===== src/rtl/trap_ctrl.sv =====
// trap_ctrl: sequences machine-mode trap entry and MRET return through one CSR write port.
// Latency: trap accepted at T -> csr_req T+1..T+4 (ack high), redirect_v T+5, idle T+6; MRET redirect T+2.
// Backpressure: each CSR write holds until csr_ack; busy_o stalls issue. Optional feature macro: VECTORED_IRQ_EN.
module trap_ctrl #(
    parameter int          XLEN      = 32,
    parameter logic [11:0] MEPC_A    = 12'h341,
    parameter logic [11:0] MCAUSE_A  = 12'h342,
    parameter logic [11:0] MTVAL_A   = 12'h343,
    parameter logic [11:0] MSTATUS_A = 12'h300
) (
    input  logic            clk,
    input  logic            rst,
    input  logic            exc_v,
    input  logic [4:0]      exc_cause,
    input  logic [XLEN-1:0] exc_pc,
    input  logic [XLEN-1:0] exc_tval,
    input  logic            mret_v,
    input  logic            irq_ext,
    input  logic            irq_sw,
    input  logic            irq_tmr,
    input  logic [XLEN-1:0] next_pc,
    input  logic [XLEN-1:0] mstatus_i,
    input  logic [XLEN-1:0] mie_i,
    input  logic [XLEN-1:0] mtvec_i,
    input  logic [XLEN-1:0] mepc_i,
    output logic            csr_req,
    output logic [11:0]     csr_adr,
    output logic [XLEN-1:0] csr_wdata,
    input  logic            csr_ack,
    output logic            flush_o,
    output logic            busy_o,
    output logic            redirect_v,
    output logic [XLEN-1:0] redirect_pc
);

    typedef enum logic [2:0] {
        IDLE     = 3'd0,
        W_EPC    = 3'd1,
        W_CAUSE  = 3'd2,
        W_TVAL   = 3'd3,
        W_STAT   = 3'd4,
        REDIR    = 3'd5,
        W_STAT_R = 3'd6,
        REDIR_R  = 3'd7
    } state_t;

    state_t          state_q;
    logic [XLEN-1:0] cause_q;
    logic [XLEN-1:0] tval_q;
    logic [XLEN-1:0] stat_q;

    // mstatus image written on trap entry: MPIE <- MIE, MIE <- 0, MPP <- M.
    function automatic logic [XLEN-1:0] trap_stat(input logic [XLEN-1:0] s);
        logic [XLEN-1:0] r;
        r        = s;
        r[7]     = s[3];
        r[3]     = 1'b0;
        r[12:11] = 2'b11;
        return r;
    endfunction

    // mstatus image written on MRET: MIE <- MPIE, MPIE <- 1, MPP stays M (M-only core).
    function automatic logic [XLEN-1:0] mret_stat(input logic [XLEN-1:0] s);
        logic [XLEN-1:0] r;
        r        = s;
        r[3]     = s[7];
        r[7]     = 1'b1;
        r[12:11] = 2'b11;
        return r;
    endfunction

    // Interrupt is pending only if the line, its enable and global MIE are all set.
    logic irq_ext_p;
    logic irq_sw_p;
    logic irq_tmr_p;
    logic irq_any;

    assign irq_ext_p = irq_ext & mie_i[11] & mstatus_i[3];
    assign irq_sw_p  = irq_sw  & mie_i[3]  & mstatus_i[3];
    assign irq_tmr_p = irq_tmr & mie_i[7]  & mstatus_i[3];
    assign irq_any   = irq_ext_p | irq_sw_p | irq_tmr_p;

    // Highest-priority pending interrupt code: external, then software, then timer.
    logic [4:0] irq_code;
    always_comb begin
        irq_code = 5'd0;
        if (irq_ext_p) begin
            irq_code = 5'd11;
        end else if (irq_sw_p) begin
            irq_code = 5'd3;
        end else if (irq_tmr_p) begin
            irq_code = 5'd7;
        end
    end

    // Accept decision, only in IDLE: exception beats interrupt beats MRET.
    logic idle;
    logic acc_exc;
    logic acc_irq;
    logic acc_mret;
    logic acc_trap;

    assign idle     = (state_q == IDLE);
    assign acc_exc  = idle & exc_v;
    assign acc_irq  = idle & ~exc_v & irq_any;
    assign acc_mret = idle & ~exc_v & ~irq_any & mret_v;
    assign acc_trap = acc_exc | acc_irq;

    // Values captured on trap accept.
    logic [XLEN-1:0] acc_cause;
    logic [XLEN-1:0] acc_pc;
    logic [XLEN-1:0] acc_tval;

    assign acc_cause = acc_exc ? {{(XLEN-5){1'b0}}, exc_cause}
                               : {1'b1, {(XLEN-6){1'b0}}, irq_code};
    assign acc_pc    = acc_exc ? exc_pc : next_pc;
    assign acc_tval  = acc_exc ? exc_tval : '0;

    // Trap target: aligned mtvec base, optionally offset by 4*code for vectored interrupts.
    logic [XLEN-1:0] trap_base;
    logic [XLEN-1:0] trap_tgt;

    assign trap_base = {mtvec_i[XLEN-1:2], 2'b00};

`ifdef VECTORED_IRQ_EN
    assign trap_tgt = (cause_q[XLEN-1] && (mtvec_i[1:0] == 2'b01))
                    ? trap_base + {{(XLEN-7){1'b0}}, cause_q[4:0], 2'b00}
                    : trap_base;
    logic unused_mie_bits;
    assign unused_mie_bits = ^{mie_i[XLEN-1:12], mie_i[10:8], mie_i[6:4], mie_i[2:0]};
`else
    assign trap_tgt = trap_base;
    logic unused_cfg_bits;
    assign unused_cfg_bits = ^{mtvec_i[1:0], mie_i[XLEN-1:12], mie_i[10:8],
                               mie_i[6:4], mie_i[2:0]};
`endif

    // The accept cycle itself flushes; the sequencer is still IDLE there.
    assign flush_o = ~rst & (acc_trap | acc_mret);
    assign busy_o  = (state_q != IDLE);

    // Sequencer: one state per CSR write, each held until acked, then a single redirect.
    always_ff @(posedge clk) begin
        if (rst) begin
            state_q     <= IDLE;
            cause_q     <= '0;
            tval_q      <= '0;
            stat_q      <= '0;
            csr_req     <= 1'b0;
            csr_adr     <= '0;
            csr_wdata   <= '0;
            redirect_v  <= 1'b0;
            redirect_pc <= '0;
        end else begin
            redirect_v <= 1'b0;
            case (state_q)
                IDLE: begin
                    if (acc_trap) begin
                        cause_q   <= acc_cause;
                        tval_q    <= acc_tval;
                        stat_q    <= mstatus_i;
                        csr_req   <= 1'b1;
                        csr_adr   <= MEPC_A;
                        csr_wdata <= acc_pc;
                        state_q   <= W_EPC;
                    end else if (acc_mret) begin
                        stat_q    <= mstatus_i;
                        csr_req   <= 1'b1;
                        csr_adr   <= MSTATUS_A;
                        csr_wdata <= mret_stat(mstatus_i);
                        state_q   <= W_STAT_R;
                    end
                end
                W_EPC: begin
                    if (csr_ack) begin
                        csr_adr   <= MCAUSE_A;
                        csr_wdata <= cause_q;
                        state_q   <= W_CAUSE;
                    end
                end
                W_CAUSE: begin
                    if (csr_ack) begin
                        csr_adr   <= MTVAL_A;
                        csr_wdata <= tval_q;
                        state_q   <= W_TVAL;
                    end
                end
                W_TVAL: begin
                    if (csr_ack) begin
                        csr_adr   <= MSTATUS_A;
                        csr_wdata <= trap_stat(stat_q);
                        state_q   <= W_STAT;
                    end
                end
                W_STAT: begin
                    if (csr_ack) begin
                        csr_req     <= 1'b0;
                        redirect_v  <= 1'b1;
                        redirect_pc <= trap_tgt;
                        state_q     <= REDIR;
                    end
                end
                REDIR: begin
                    state_q <= IDLE;
                end
                W_STAT_R: begin
                    if (csr_ack) begin
                        csr_req     <= 1'b0;
                        redirect_v  <= 1'b1;
                        redirect_pc <= mepc_i;
                        state_q     <= REDIR_R;
                    end
                end
                REDIR_R: begin
                    state_q <= IDLE;
                end
                default: begin
                    csr_req <= 1'b0;
                    state_q <= IDLE;
                end
            endcase
        end
    end

endmodule

===== config.mk =====
export PLATFORM = sky130hd
export DESIGN_NAME = trap_ctrl
export DESIGN_NICKNAME = d
export VERILOG_FILES = /design/src/rtl/trap_ctrl.sv
export SDC_FILE = /design/constraint.sdc
export NUM_CORES = 1
export LEC_CHECK = 0
export CAP_MARGIN = 40
export CORE_MARGIN = 10
export CORE_UTILIZATION = 37
export CTS_CLUSTER_DIAMETER = 30
export CTS_CLUSTER_SIZE = 10
export DETAILED_ROUTE_END_ITERATION = 8
export PLACE_DENSITY = 0.77
export SLEW_MARGIN = 20
export SYNTH_ARGS = -nofsm -noshare
export SYNTH_HDL_FRONTEND = slang
export SYNTH_SLANG_ARGS = --single-unit
export TNS_END_PERCENT = 20

===== constraint.sdc =====
create_clock -name clk -period 2.9 [get_ports clk]
set_clock_uncertainty 0.2 [all_clocks]
set_input_delay 0.87 -clock clk [delete_from_list [all_inputs] [get_ports clk]]
set_output_delay 0.87 -clock clk [all_outputs]
set_load 0.01 [all_outputs]

# [After elaboration in Yosys (flattened, before gate mapping)]
# Index checks and enable logic that the tools add are counted.
# Widths: inputs -> output; s select.
[classes] n_eq_ne=14 muxes=36 bitwise_logic=20 n_reduce_logical=15
[op_table] cell="$mux 32" n=12
[op_table] cell="$pmux 32 s4" n=1
[op_table] cell="$pmux 32 s2" n=1
[op_table] cell="$mux 12" n=5
[op_table] cell="$pmux 12 s4" n=1
[op_table] cell="$mux 3" n=9
[op_table] cell="$pmux 3 s7" n=1
[op_table] cell="$and 1x1->1" n=12
[op_table] cell="$eq 3x3->1 const B" n=4
[op_table] cell="$ne 2x2->1 const B" n=5
[op_table] cell="$eq 3x2->1 const B" n=2
[op_table] cell="$reduce_and 3->1" n=2
[op_table] cell="$reduce_and 6->1" n=1
[op_table] cell="$reduce_bool 2->1" n=3
[op_table] cell="$reduce_or 2->1" n=3
[op_table] cell="$reduce_and 5->1" n=1
[op_table] cell="$mux 1" n=4
[op_table] cell="$mux 4" n=1
[op_table] cell="$not 1->1" n=4
[op_table] cell="$or 1x1->1" n=4
[op_table] cell="$reduce_and 2->1" n=2
[op_table] cell="$reduce_bool 4->1" n=1
[op_table] cell="$eq 3x1->1 const B" n=1
[op_table] cell="$logic_not 3->1" n=1
[op_table] cell="other kinds (4)" n=4
[word_totals] register_bits=177 input_bits=237 output_inout_bits=80 wordCells=94

# [Logic depth before layout (Yosys ltp)]
# Gate-level depths: netlist (run 1).
[logic_depth] ltp_word=10 mapped_depth=9 depth_no_buf=6

# [Least setup slack after synthesis (run 1)]
# Ideal clock, no wire load.
[synth_path] kind="in2out" start="in irq_ext" end="out flush_o" t_arrival_ns=2.033 t_required_ns=1.830 setup_slack_ns=-0.203 path_stages=5 path_buffers=1 cell_sequence="a222oi_1 -> nand2b_1 -> a21o_1 -> clkbuf_1 -> nor2_1"
[synth_via] elab_chain_cells=9 elab_cells_between_ends=11 classes_between="bitwise (11)"
[synth_rtl] element="start, declared" line_no="18" rtl="input logic irq_ext,"
[synth_rtl] element="$and 1x1->1 (*) (2 in a row)" line_no="78" rtl="assign irq_ext_p = irq_ext & mie_i[11] & mstatus_i[3];"
[synth_rtl] element="$or 1x1->1 (*) (2 in a row)" line_no="81" rtl="assign irq_any = irq_ext_p | irq_sw_p | irq_tmr_p;"
[synth_rtl] element="$not 1->1" line_no="106" rtl="assign acc_mret = idle & ~exc_v & ~irq_any & mret_v;"
[synth_rtl] element="$and 1x1->1 (2 in a row)" line_no="106"
[synth_rtl] element="$or 1x1->1 (*)" line_no="139" rtl="assign flush_o = ~rst & (acc_trap | acc_mret);"
[synth_rtl] element="$and 1x1->1 (*)" line_no="139"
[synth_rtl] element="end, declared" line_no="30" rtl="output logic flush_o,"
# Every way passes the cells marked *; elsewhere a longest branch is shown, timed or not.

# [Worst setup path after layout (run 1)]
[layout_path] start="in mie_i[11]" end="out flush_o"
[layout_via] elab_chain_cells=9 elab_cells_between_ends=11 classes_between="bitwise (11)"
[layout_rtl] element="start, declared" line_no="23" rtl="input logic [XLEN-1:0] mie_i,"
[layout_rtl] element="$and 1x1->1 (*) (2 in a row)" line_no="78"
[layout_rtl] element="$or 1x1->1 (*) (2 in a row)" line_no="81"
[layout_rtl] element="$not 1->1" line_no="106"
[layout_rtl] element="$and 1x1->1 (2 in a row)" line_no="106"
[layout_rtl] element="$or 1x1->1 (*)" line_no="139"
[layout_rtl] element="$and 1x1->1 (*)" line_no="139"
# Marked as above.

==> impl_metrics.toml, run 1 <==
[die]
fp.dieW_um = 154
initial_standard_cell_utilization_of_the_core_pct = 37.4
die_y_um = 154
dieArea_sq_mm = 0.0239
pin_count = 317
floorplan.core_area_sq_mm = 0.0179
placement_rows = 49

[timing]
finalCritPeriodShare_pct = 105
fin_crit_ns = 3.05
final-max-slew-violation-count = 0
setup_total_negative_slack_ns = -0.146
timing.max_slew.rel_slack_pct = 53.1
timing.hold.ws_ns = 0.255
hold_violations = 0
setup_violations = 1
clock.fmax_mhz = 328
grt_setup_unrepaired = "true"
setup_ws_ns = -0.146
timing_worst_slew_pin_value_ns = 0.703

[pwr]
pwr-share-clk_pct = 31.2
total_power_w = 0.00737
power_frac_seq_pct = 32.5
ir_drop_mv = 0.456
power.switching_w = 0.00241
total_leakage_power_nw = 3.90
sw_frac_of_total_pct = 32.7
power.combinational.fraction_pct = 36.3
power_dens_cells_mw_per_mm2 = 704
internal_power_w = 0.00496

[critical_path]
maximum_single_stage_delay_on_the_critical_path_ns = 0.35
cp.buffers_inverters = 3
timing.critical_path.mode_cell = "sky130_fd_sc_hd__buf_6"
crit_fanout = 2
timing.critical_path.arrival_ns = 1.98
setup.worst_path.end_class = "primary output"
path_cells = "buf_6 -> a222oi_1 -> buf_4 -> nand2b_4 -> a21o_1 -> nor2_4 -> buf_6"
worst_path_dominant_cell_family = "compound AO/OA/AOI/OAI gates"
cp_max_delay_cell = "sky130_fd_sc_hd__a222oi_1"
worstSetupStartpointType = "primary input"
type_of_the_setup_path_with_the_least_slack = "primary input to primary output"
worstPathRequired_ns = 1.83

[global_route]
wire_length_of_the_first_global_routing_pass_um = 41300
overflow = 0
grtUsageTotal_pct = 21.7
grt_max_degree = 143
first_global_vias = 7161
grt_antenna_before_repair = 7

[yosys]
post_synthesis_instance_area_sq_mm = 0.00669
portion_of_the_post_synthesis_area_used_by_sequential_elements_pct = 41.9
synth.largest_area_cell = "sky130_fd_sc_hd__dfxtp_1"
postSynth.asyncResetShare_pct = 0
postSynth.topFlopCell = "sky130_fd_sc_hd__dfxtp_1"
post_synth_num_cell_types = 47
syn_inst = 812
synth_top_cell_area_share_pct = 41.9
synth_top_cells_by_area = "sky130_fd_sc_hd__dfxtp_1 (42%), sky130_fd_sc_hd__nand2_1 (5.6%), sky130_fd_sc_hd__nor2_1 (5.4%)"
synth-seq-cells = 140
ys_warn_count = 0
syn-mean-instance-area_sq_um = 8.24
synth_edf_count = 0

[cts]
tritoncts.num_buffers = 17
clock_tree.root_cell = "sky130_fd_sc_hd__clkbuf_16"
clock_pin_slew_on_the_worst_setup_and_hold_paths_ns = 0.06
cts.htree.levels = 4
cts.sinks = 140
clock_latency_ns = 0.42
clock_tree.buffer_depth = 2
cts_tree = "built"

[drt]
detail_route.iter0.violations = 583
drt_pre_antenna_iters = 5
totalWireLength_um = 27300
wire_per_inst_um = 20.9
detailroute.via_count = 7198
drtAntennaViolNets = 0
avgViaCountPerCell = 5.50
remaining_drc_errors = 0

[cells_and_area]
flow.area_growth_from_synthesis_pct = 56.4
multi_input_area_sq_mm = 0.00351
final_standard_cell_area_without_fillers_sq_mm = 0.0105
post_route_cells_drive_above_1_share_pct = 9.95
num-nets-final = 1299
area.sequential_sq_mm = 0.00281
layout.cells.most_common = "sky130_fd_sc_hd__clkdlybuf4s50_1"
layout.filler_cells = 1593
mostFrequentLayoutCells = "sky130_fd_sc_hd__clkdlybuf4s50_1 (267), sky130_fd_sc_hd__dfxtp_1 (138), sky130_fd_sc_hd__nand2_1 (99)"

[placed_design]
pre_cts_slack_ns = -0.911
dp_hpwl_um = 18900
port-buffer-count = 276
place_congestion = 0.838
detailed_place.area_sq_mm = 0.00982

[hold_path]
worstHoldPathType = "register to register"

[run]
timing.max_cap.violations = 0

[outcome]
run_status = "complete, but fails checks"
violations = "setup timing"
-- synthesized netlist by cell type (24+ instances only) --
master                     count
sky130_fd_sc_hd__nor2_1       96
sky130_fd_sc_hd__clkbuf_1     65
sky130_fd_sc_hd__a311oi_1     32
sky130_fd_sc_hd__o22a_1       25
sky130_fd_sc_hd__o22ai_1      25
sky130_fd_sc_hd__a22o_1       24
sky130_fd_sc_hd__nand2_1      99
sky130_fd_sc_hd__dfxtp_1     140
sky130_fd_sc_hd__a21oi_1      54
sky130_fd_sc_hd__o221ai_1     24
sky130_fd_sc_hd__nand2b_1     55
sky130_fd_sc_hd__a22oi_1      38
sky130_fd_sc_hd__nand3_1      37
-- routing by layer --
layer | global-route usage, % | part of all wire (%)
met5 | 0 | 0.15
met4 | 8.37 | 2.2
met3 | 7.10 | 7.0
met2 | 35.0 | 49
met1 | 26.1 | 42
-- registers in the layout, indices dropped and copies added, names as in the netlist --
signal and flops:
redirect_v 1, tval_q 32, csr_req 1, state_q 3, redirect_pc 32, csr_wdata 32, csr_adr 4, cause_q 6
stat_q 29
-- cell type report --
type                    count  share of cell area [%]
clock inverters            13                    1.58
multi-input cells         579                    33.6
repair buffers            317                    30.6
well taps                 229                    2.74
clock buffers              19                    4.33
inverters                   7                   0.251
diodes                      4                  0.0956
flip-flops and latches    140                    26.8
-- worst min-delay path, cell delays in order, from the launching register on --
cell and delay [ns]:
sky130_fd_sc_hd__dfxtp_1 0.31, sky130_fd_sc_hd__nand2_1 0.05, sky130_fd_sc_hd__a21oi_1 0.05
-- power groups by stage --
stage	Combinational, W	Sequential (W)	Clock (W)
6_report	0.00267	0.00239	0.00230
5_1_grt	0.00288	0.00242	0.00241
4_1_cts	0.00268	0.00239	0.00233
3_5_place_dp	0.00266	0.00242	0
3_3_place_gp	0.00261	0.00241	0
2_1_floorplan	0.00139	0.00247	0
-- logic make-up (layout without fill, tap and decap cells) --
kind of cell / Yosys count / in the layout / share of synthesized area, %
DFF: 140 / 140 / 41.9
buffers and inverters: 99 / 356 / 6.73
other: 1 / 11 / 0.0561
muxes: 7 / 7 / 1.16
and+or+nand+nor: 315 / 315 / 21.7
AOI/OAI and AO/OA: 250 / 250 / 28.5
-- stage by stage --
| step | util, % | std cells |
|---|---|---|
| 2_1_floorplan | - | 818 |
| 3_3_place_gp | 54.7 | 1268 |
| 3_5_place_dp | 54.9 | 1269 |
| 4_1_cts | 58.3 | 1303 |
| 5_1_grt | 58.4 | 1306 |
| 6_report | 58.5 | 1308 |
-- path summary, 6_finish.rpt --
kind | startpoint | to | slack [ns] | cells after the start
setup / recovery | mie_i[11] | flush_o | -0.15 | 7
setup reg to reg | state_q[1]$_SDFFE_PP0P_ | cause_q[0]$_SDFFE_PP0P_ | 0.41 | 8
hold / removal | redirect_pc[0]$_SDFFE_PP0P_ | redirect_pc[0]$_SDFFE_PP0P_ | 0.25 | 2
hold reg to reg | redirect_pc[0]$_SDFFE_PP0P_ | redirect_pc[0]$_SDFFE_PP0P_ | 0.25 | 2
-- repair_timing --
action                                  in CTS  in global routing
hold buffers                                 0                  0
endpoints found under the setup margin       1                  2
cloned                                       0                  0
gates resized for setup                     29                  2
pin swaps                                    3                  2
setup buffers                                2                  1
Note: power is estimated with default switching activity, not from simulation.
==> run 2, diff against run 1 <==
- CORE_UTILIZATION: 37 -> 45
- HOLD_SLACK_MARGIN: not set -> 0.12
- PLACE_DENSITY: 0.77 -> 0.87
- clock period: 2.9 -> 3.6 ns (I/O delays scaled with it)
==> run 2 against run 1 <==
  * The flow now finishes without violations
  * Final area is 1.0% lower
  * Power shrank 19%
  * Worst setup slack gained 0.22 ns
  * Critical path depth fell by 1
  * Sequential share of layout area is 0.26 points higher
  * Non-clock buffer count shrank 1
  * Global-route usage increased by 3.6 points
  * Utilization grew 13 points
  * Critical endpoint unchanged
  * Largest cell class unchanged
  * Highest routed layer unchanged
==> impl_metrics.toml, run 2 (synthesized netlist as in run 1, its figures left out) <==
[outcome]
run_status = "completed"

[die]
die_y_um = 142
floorplan.core_area_sq_mm = 0.0145
initial_standard_cell_utilization_of_the_core_pct = 46.0
pin_count = 317
dieArea_sq_mm = 0.0201
placement_rows = 44
fp.dieW_um = 142

[placed_design]
place_inst = 1217
detailed_place.area_sq_mm = 0.00963
port-buffer-count = 276
dp_hpwl_um = 18700
place_congestion = 0.829
pre_cts_slack_ns = -0.546

[critical_path]
type_of_the_setup_path_with_the_least_slack = "primary input to primary output"
reg2regPathDepth = 7
r2r_start = "state_q[1]$_SDFFE_PP0P_"
worstSetupEndpoint = "flush_o"
crit_fanout = 2
timing.critical_path.arrival_ns = 2.25
cp_max_delay_cell = "sky130_fd_sc_hd__a222oi_1"
cp.depth = 6
worst_path_dominant_cell_family = "compound AO/OA/AOI/OAI gates"
path_cells = "dlygate4sd2_1 -> a222oi_1 -> nand2b_1 -> a21o_1 -> nor2_4 -> buf_6"
setup.worst_path.end_class = "primary output"
maximum_single_stage_delay_on_the_critical_path_ns = 0.35
timing.rr.end = "csr_wdata[7]$_SDFFE_PP0P_"
critPathLaunch = "mie_i[3]"
rrSetupSlack_ns = 0.86
worstSetupStartpointType = "primary input"
cp.buffers_inverters = 2
worstPathRequired_ns = 2.32

[global_route]
overflow = 0
grtUsageTotal_pct = 25.3
wire_length_of_the_first_global_routing_pass_um = 40700
first_global_vias = 7385
grt_max_degree = 143
grt_antenna_before_repair = 3

[timing]
fin_crit_ns = 3.53
setup_ws_ns = 0.0706
grt_setup_unrepaired = "false"
final-max-slew-violation-count = 0
timing.max_slew.rel_slack_pct = 51.4
clock.fmax_mhz = 283
finalCritPeriodShare_pct = 98.0
setup_violations = 0
timing_worst_slew_pin_value_ns = 0.730
hold_violations = 0

[run]
timing.max_cap.violations = 0

[drt]
detailroute.via_count = 7415
remaining_drc_errors = 0
totalWireLength_um = 27100
drt_pre_antenna_iters = 9
wire_per_inst_um = 21.5
avgViaCountPerCell = 5.88
drtAntennaViolNets = 0
detail_route.iter0.violations = 703

[cells_and_area]
flow.area_growth_from_synthesis_pct = 54.8
finalCoreUtilization_pct = 71.3
layout.filler_cells = 1130
largest_registers = "csr_wdata: 32 flops, redirect_pc: 32 flops, tval_q: 32 flops"
non_filler_cells_final = 1260
num-nets-final = 1298
final_standard_cell_area_without_fillers_sq_mm = 0.0104
post_route_cells_drive_above_1_share_pct = 9.31
layout.cells.most_common = "sky130_fd_sc_hd__clkdlybuf4s50_1"
mostFrequentLayoutCells = "sky130_fd_sc_hd__clkdlybuf4s50_1 (268), sky130_fd_sc_hd__dfxtp_1 (138), sky130_fd_sc_hd__nand2_1 (99)"

[cts]
tritoncts.num_buffers = 17
clock_tree.root_cell = "sky130_fd_sc_hd__clkbuf_16"
clock_tree.buffer_depth = 2
clock_pin_slew_on_the_worst_setup_and_hold_paths_ns = 0.06
clock_latency_ns = 0.41
cts.htree.levels = 4
cts_tree = "built"
cts.sinks = 140
ctsHoldBuffers = 0

[hold_path]
worstHoldPathType = "register to register"
hold_depth = 2

[pwr]
ir_drop_mv = 0.410
power_dens_cells_mw_per_mm2 = 573
total_power_w = 0.00594
total_leakage_power_nw = 3.88
[run 2: stage by stage]
| stage | setup TNS, ns | hold WS (ns) |
|---|---|---|
| finish | 0 | 0.250 |
| global route | 0 | 0.276 |
| CTS | 0 | 0.253 |
| detailed placement | -0.546 | 0.245 |
| global placement | -0.562 | 0.239 |
| floorplan | 0 | 0.233 |
[run 2: report_power, final]
group | switching (W) | internal [W] | total (W)
registers | 0.000129 | 0.00180 | 0.00193
clock network | 0.000667 | 0.00123 | 0.00190
logic | 0.00109 | 0.00103 | 0.00212
[run 2: layer usage]
layer	wire length [um]	up-vias	global-route usage [%]
met4	1180	4	12.3
met5	34	-	0
met2	12800	388	41.2
li1	-	3433	-
met3	2230	82	6.84
met1	10800	3508	30.2
[run 2: area by class of cell]
cell class | count | area (sq um) | area share [%]
Clock inverter | 11 | 164 | 1.58
Clock buffer | 21 | 480 | 4.64
Antenna cell | 2 | 5.00 | 0.0483
Timing Repair Buffer | 316 | 3140 | 30.3
Sequential cell | 140 | 2810 | 27.1
Multi-Input combinational cell | 579 | 3500 | 33.8
Inverter | 7 | 26.3 | 0.254
Tap cell | 184 | 230 | 2.22
[run 2: worst min-delay path, cell delays in order (launching register included)]
cell and delay, ns:
sky130_fd_sc_hd__dfxtp_1 0.30, sky130_fd_sc_hd__nand2_1 0.05, sky130_fd_sc_hd__a21oi_1 0.05
[run 2: how the worst min path moves through the flow]
stage                                start                          end  slack (ns)
2_1_floorplan       stat_q[0]$_SDFFE_PP0P_       stat_q[0]$_SDFFE_PP0P_        0.23
3_3_place_gp   redirect_pc[1]$_SDFFE_PP0P_  redirect_pc[1]$_SDFFE_PP0P_        0.24
3_5_place_dp   redirect_pc[1]$_SDFFE_PP0P_  redirect_pc[1]$_SDFFE_PP0P_        0.25
4_1_cts        redirect_pc[1]$_SDFFE_PP0P_  redirect_pc[1]$_SDFFE_PP0P_        0.25
5_1_grt        redirect_pc[1]$_SDFFE_PP0P_  redirect_pc[1]$_SDFFE_PP0P_        0.28
6_report       redirect_pc[1]$_SDFFE_PP0P_  redirect_pc[1]$_SDFFE_PP0P_        0.25
[run 2: what timing repair did]
item                       CTS  global route
setup endpoints to repair    1             1
hold endpoints to repair     0             0
gates resized for setup     15             3
setup buffers                9             0
pin swaps                    3             3
==> run 3, diff against run 2 <==
- CORE_ASPECT_RATIO: not set -> 0.6
==> run 3 against run 2 <==
  * Worst hold slack improved by 0.0070 ns
  * Routed wire length increased by 1.6%
  * Via count rose by 1.2%
  * Global-route usage is 0.50 points higher
  * Highest routed layer unchanged
  * Maximum frequency is 0.73% lower
  * Cell count up 0.95%
==> impl_metrics.toml, run 3 (synthesized netlist as in run 1, its figures left out) <==
[drt]
dr_wl_met2_um = 12100
drtAntennaViolNets = 0
avgViaCountPerCell = 5.90
remaining_drc_errors = 0
wire_per_inst_um = 21.6
totalWireLength_um = 27500
highest_layer = "met5"
route.layer.met1.wl_um = 11200
detail_route.iter0.violations = 800
detailroute.via_count = 7501
drt_pre_antenna_iters = 5
routed-wl-met3_um = 3580

[critical_path]
reg2regPathDepth = 7
timing.critical_path.arrival_ns = 2.28
crit_fanout = 2
r2r_start = "state_q[2]$_SDFFE_PP0P_"
timing.rr.end = "csr_wdata[22]$_SDFFE_PP0P_"
worstPathRequired_ns = 2.32
type_of_the_setup_path_with_the_least_slack = "primary input to primary output"
setup.worst_path.end_class = "primary output"
worstSetupStartpointType = "primary input"
rrSetupSlack_ns = 0.84

[cells_and_area]
mostFrequentLayoutCells = "sky130_fd_sc_hd__clkdlybuf4s50_1 (268), sky130_fd_sc_hd__dfxtp_1 (138), sky130_fd_sc_hd__nand2_1 (99)"
layout.cells.most_common = "sky130_fd_sc_hd__clkdlybuf4s50_1"
non_filler_cells_final = 1272
antenna-diode-count = 0
num-nets-final = 1298
largest_registers = "csr_wdata: 32 flops, redirect_pc: 32 flops, tval_q: 32 flops"
post_route_cells_drive_above_1_share_pct = 9.78
flow.area_growth_from_synthesis_pct = 54.9

[die]
floorplan.core_area_sq_mm = 0.0145
pin_count = 317
placement_rows = 34
fp.dieW_um = 177
dieArea_sq_mm = 0.0203
initial_standard_cell_utilization_of_the_core_pct = 46.1
die_y_um = 114

[global_route]
grtUsageTotal_pct = 25.8
wire_length_of_the_first_global_routing_pass_um = 41100
grt_antenna_before_repair = 5
overflow = 0
first_global_vias = 7080
grt_max_degree = 64

[timing]
timing_worst_slew_pin_value_ns = 0.648
hold_violations = 0
finalCritPeriodShare_pct = 98.8
grt_setup_unrepaired = "false"
clock.fmax_mhz = 281
final-max-slew-violation-count = 0
setup_ws_ns = 0.0446
fin_crit_ns = 3.56
timing.max_slew.rel_slack_pct = 56.8
setup_total_negative_slack_ns = 0
setup_violations = 0

[cts]
cts_tree = "built"
clock_latency_ns = 0.42
clock_tree.root_cell = "sky130_fd_sc_hd__clkbuf_16"
ctsHoldBuffers = 0
clock_tree.buffer_depth = 2
cts.htree.levels = 4
clock_pin_slew_on_the_worst_setup_and_hold_paths_ns = 0.06
tritoncts.num_buffers = 17
cts.sinks = 140

[hold_path]
worstHoldPathType = "register to register"
worstHoldStart = "stat_q[4]$_SDFFE_PP0P_"
worstHoldEndpoint = "stat_q[4]$_SDFFE_PP0P_"
hold_depth = 2

[placed_design]
place_congestion = 0.859
port-buffer-count = 276
place_inst = 1239
dp_hpwl_um = 19500
pre_cts_slack_ns = -0.716

[run]
timing.max_cap.violations = 0

[pwr]
total_leakage_power_nw = 3.87
power_dens_cells_mw_per_mm2 = 574
ir_drop_mv = 0.310

[outcome]
run_status = "completed"
## run 3: through the flow
stage	power, W	util [%]	area [sq um]	hold slack [ns]
after floorplan	0.00310	-	6710	0.233
after global placement	0.00398	66.6	9660	0.240
after detailed placement	0.00407	67.2	9740	0.247
after CTS	0.00593	71.5	10400	0.255
after global routing	0.00622	71.5	10400	0.270
final	0.00595	71.5	10400	0.257
## run 3: report_power, final
part / switching (W) / internal [W] / total, W
logic: 0.00112 / 0.00105 / 0.00217
clock network: 0.000739 / 0.00112 / 0.00186
registers: 0.000127 / 0.00180 / 0.00192
## run 3: what timing repair did
item | 4_1_cts | 5_1_grt
endpoints found under the setup margin | 1 | 1
setup buffers | 1 | 1
gates resized for setup | 19 | 5
pin swaps | 3 | 3
## run 3: worst max-delay path by stage
stage | start | to | depth (start not counted)
after floorplan | irq_ext | flush_o | 5
after global placement | mie_i[11] | flush_o | 8
after detailed placement | mie_i[11] | flush_o | 8
after CTS | mie_i[3] | flush_o | 7
after global routing | mie_i[7] | flush_o | 7
final | mie_i[7] | flush_o | 7
## run 3: worst max-delay path, cell delays in order
cell and delay [ns]:
sky130_fd_sc_hd__dlygate4sd2_1 0.24, sky130_fd_sc_hd__a222oi_1 0.27, sky130_fd_sc_hd__buf_4 0.18, sky130_fd_sc_hd__nand2b_4 0.13
sky130_fd_sc_hd__a21o_1 0.18, sky130_fd_sc_hd__nor2_4 0.07, sky130_fd_sc_hd__buf_6 0.12
## run 3: routing by layer
metal / track usage [%] / vias up
met2: 37.6 / 453
li1: - / 3437
met4: 8.08 / 8
met1: 33.9 / 3552
met3: 10.7 / 51
met5: 0 / -
## run 3: final cells by class
| type | instances | area (sq um) |
|---|---|---|
| inverters | 7 | 26.3 |
| clock inverters | 14 | 183 |
| fillers | 1082 | 4140 |
| well taps | 198 | 248 |
| clock buffers | 18 | 439 |
| multi-input cells | 579 | 3510 |
| repair buffers | 316 | 3150 |
| flip-flops and latches | 140 | 2810 |
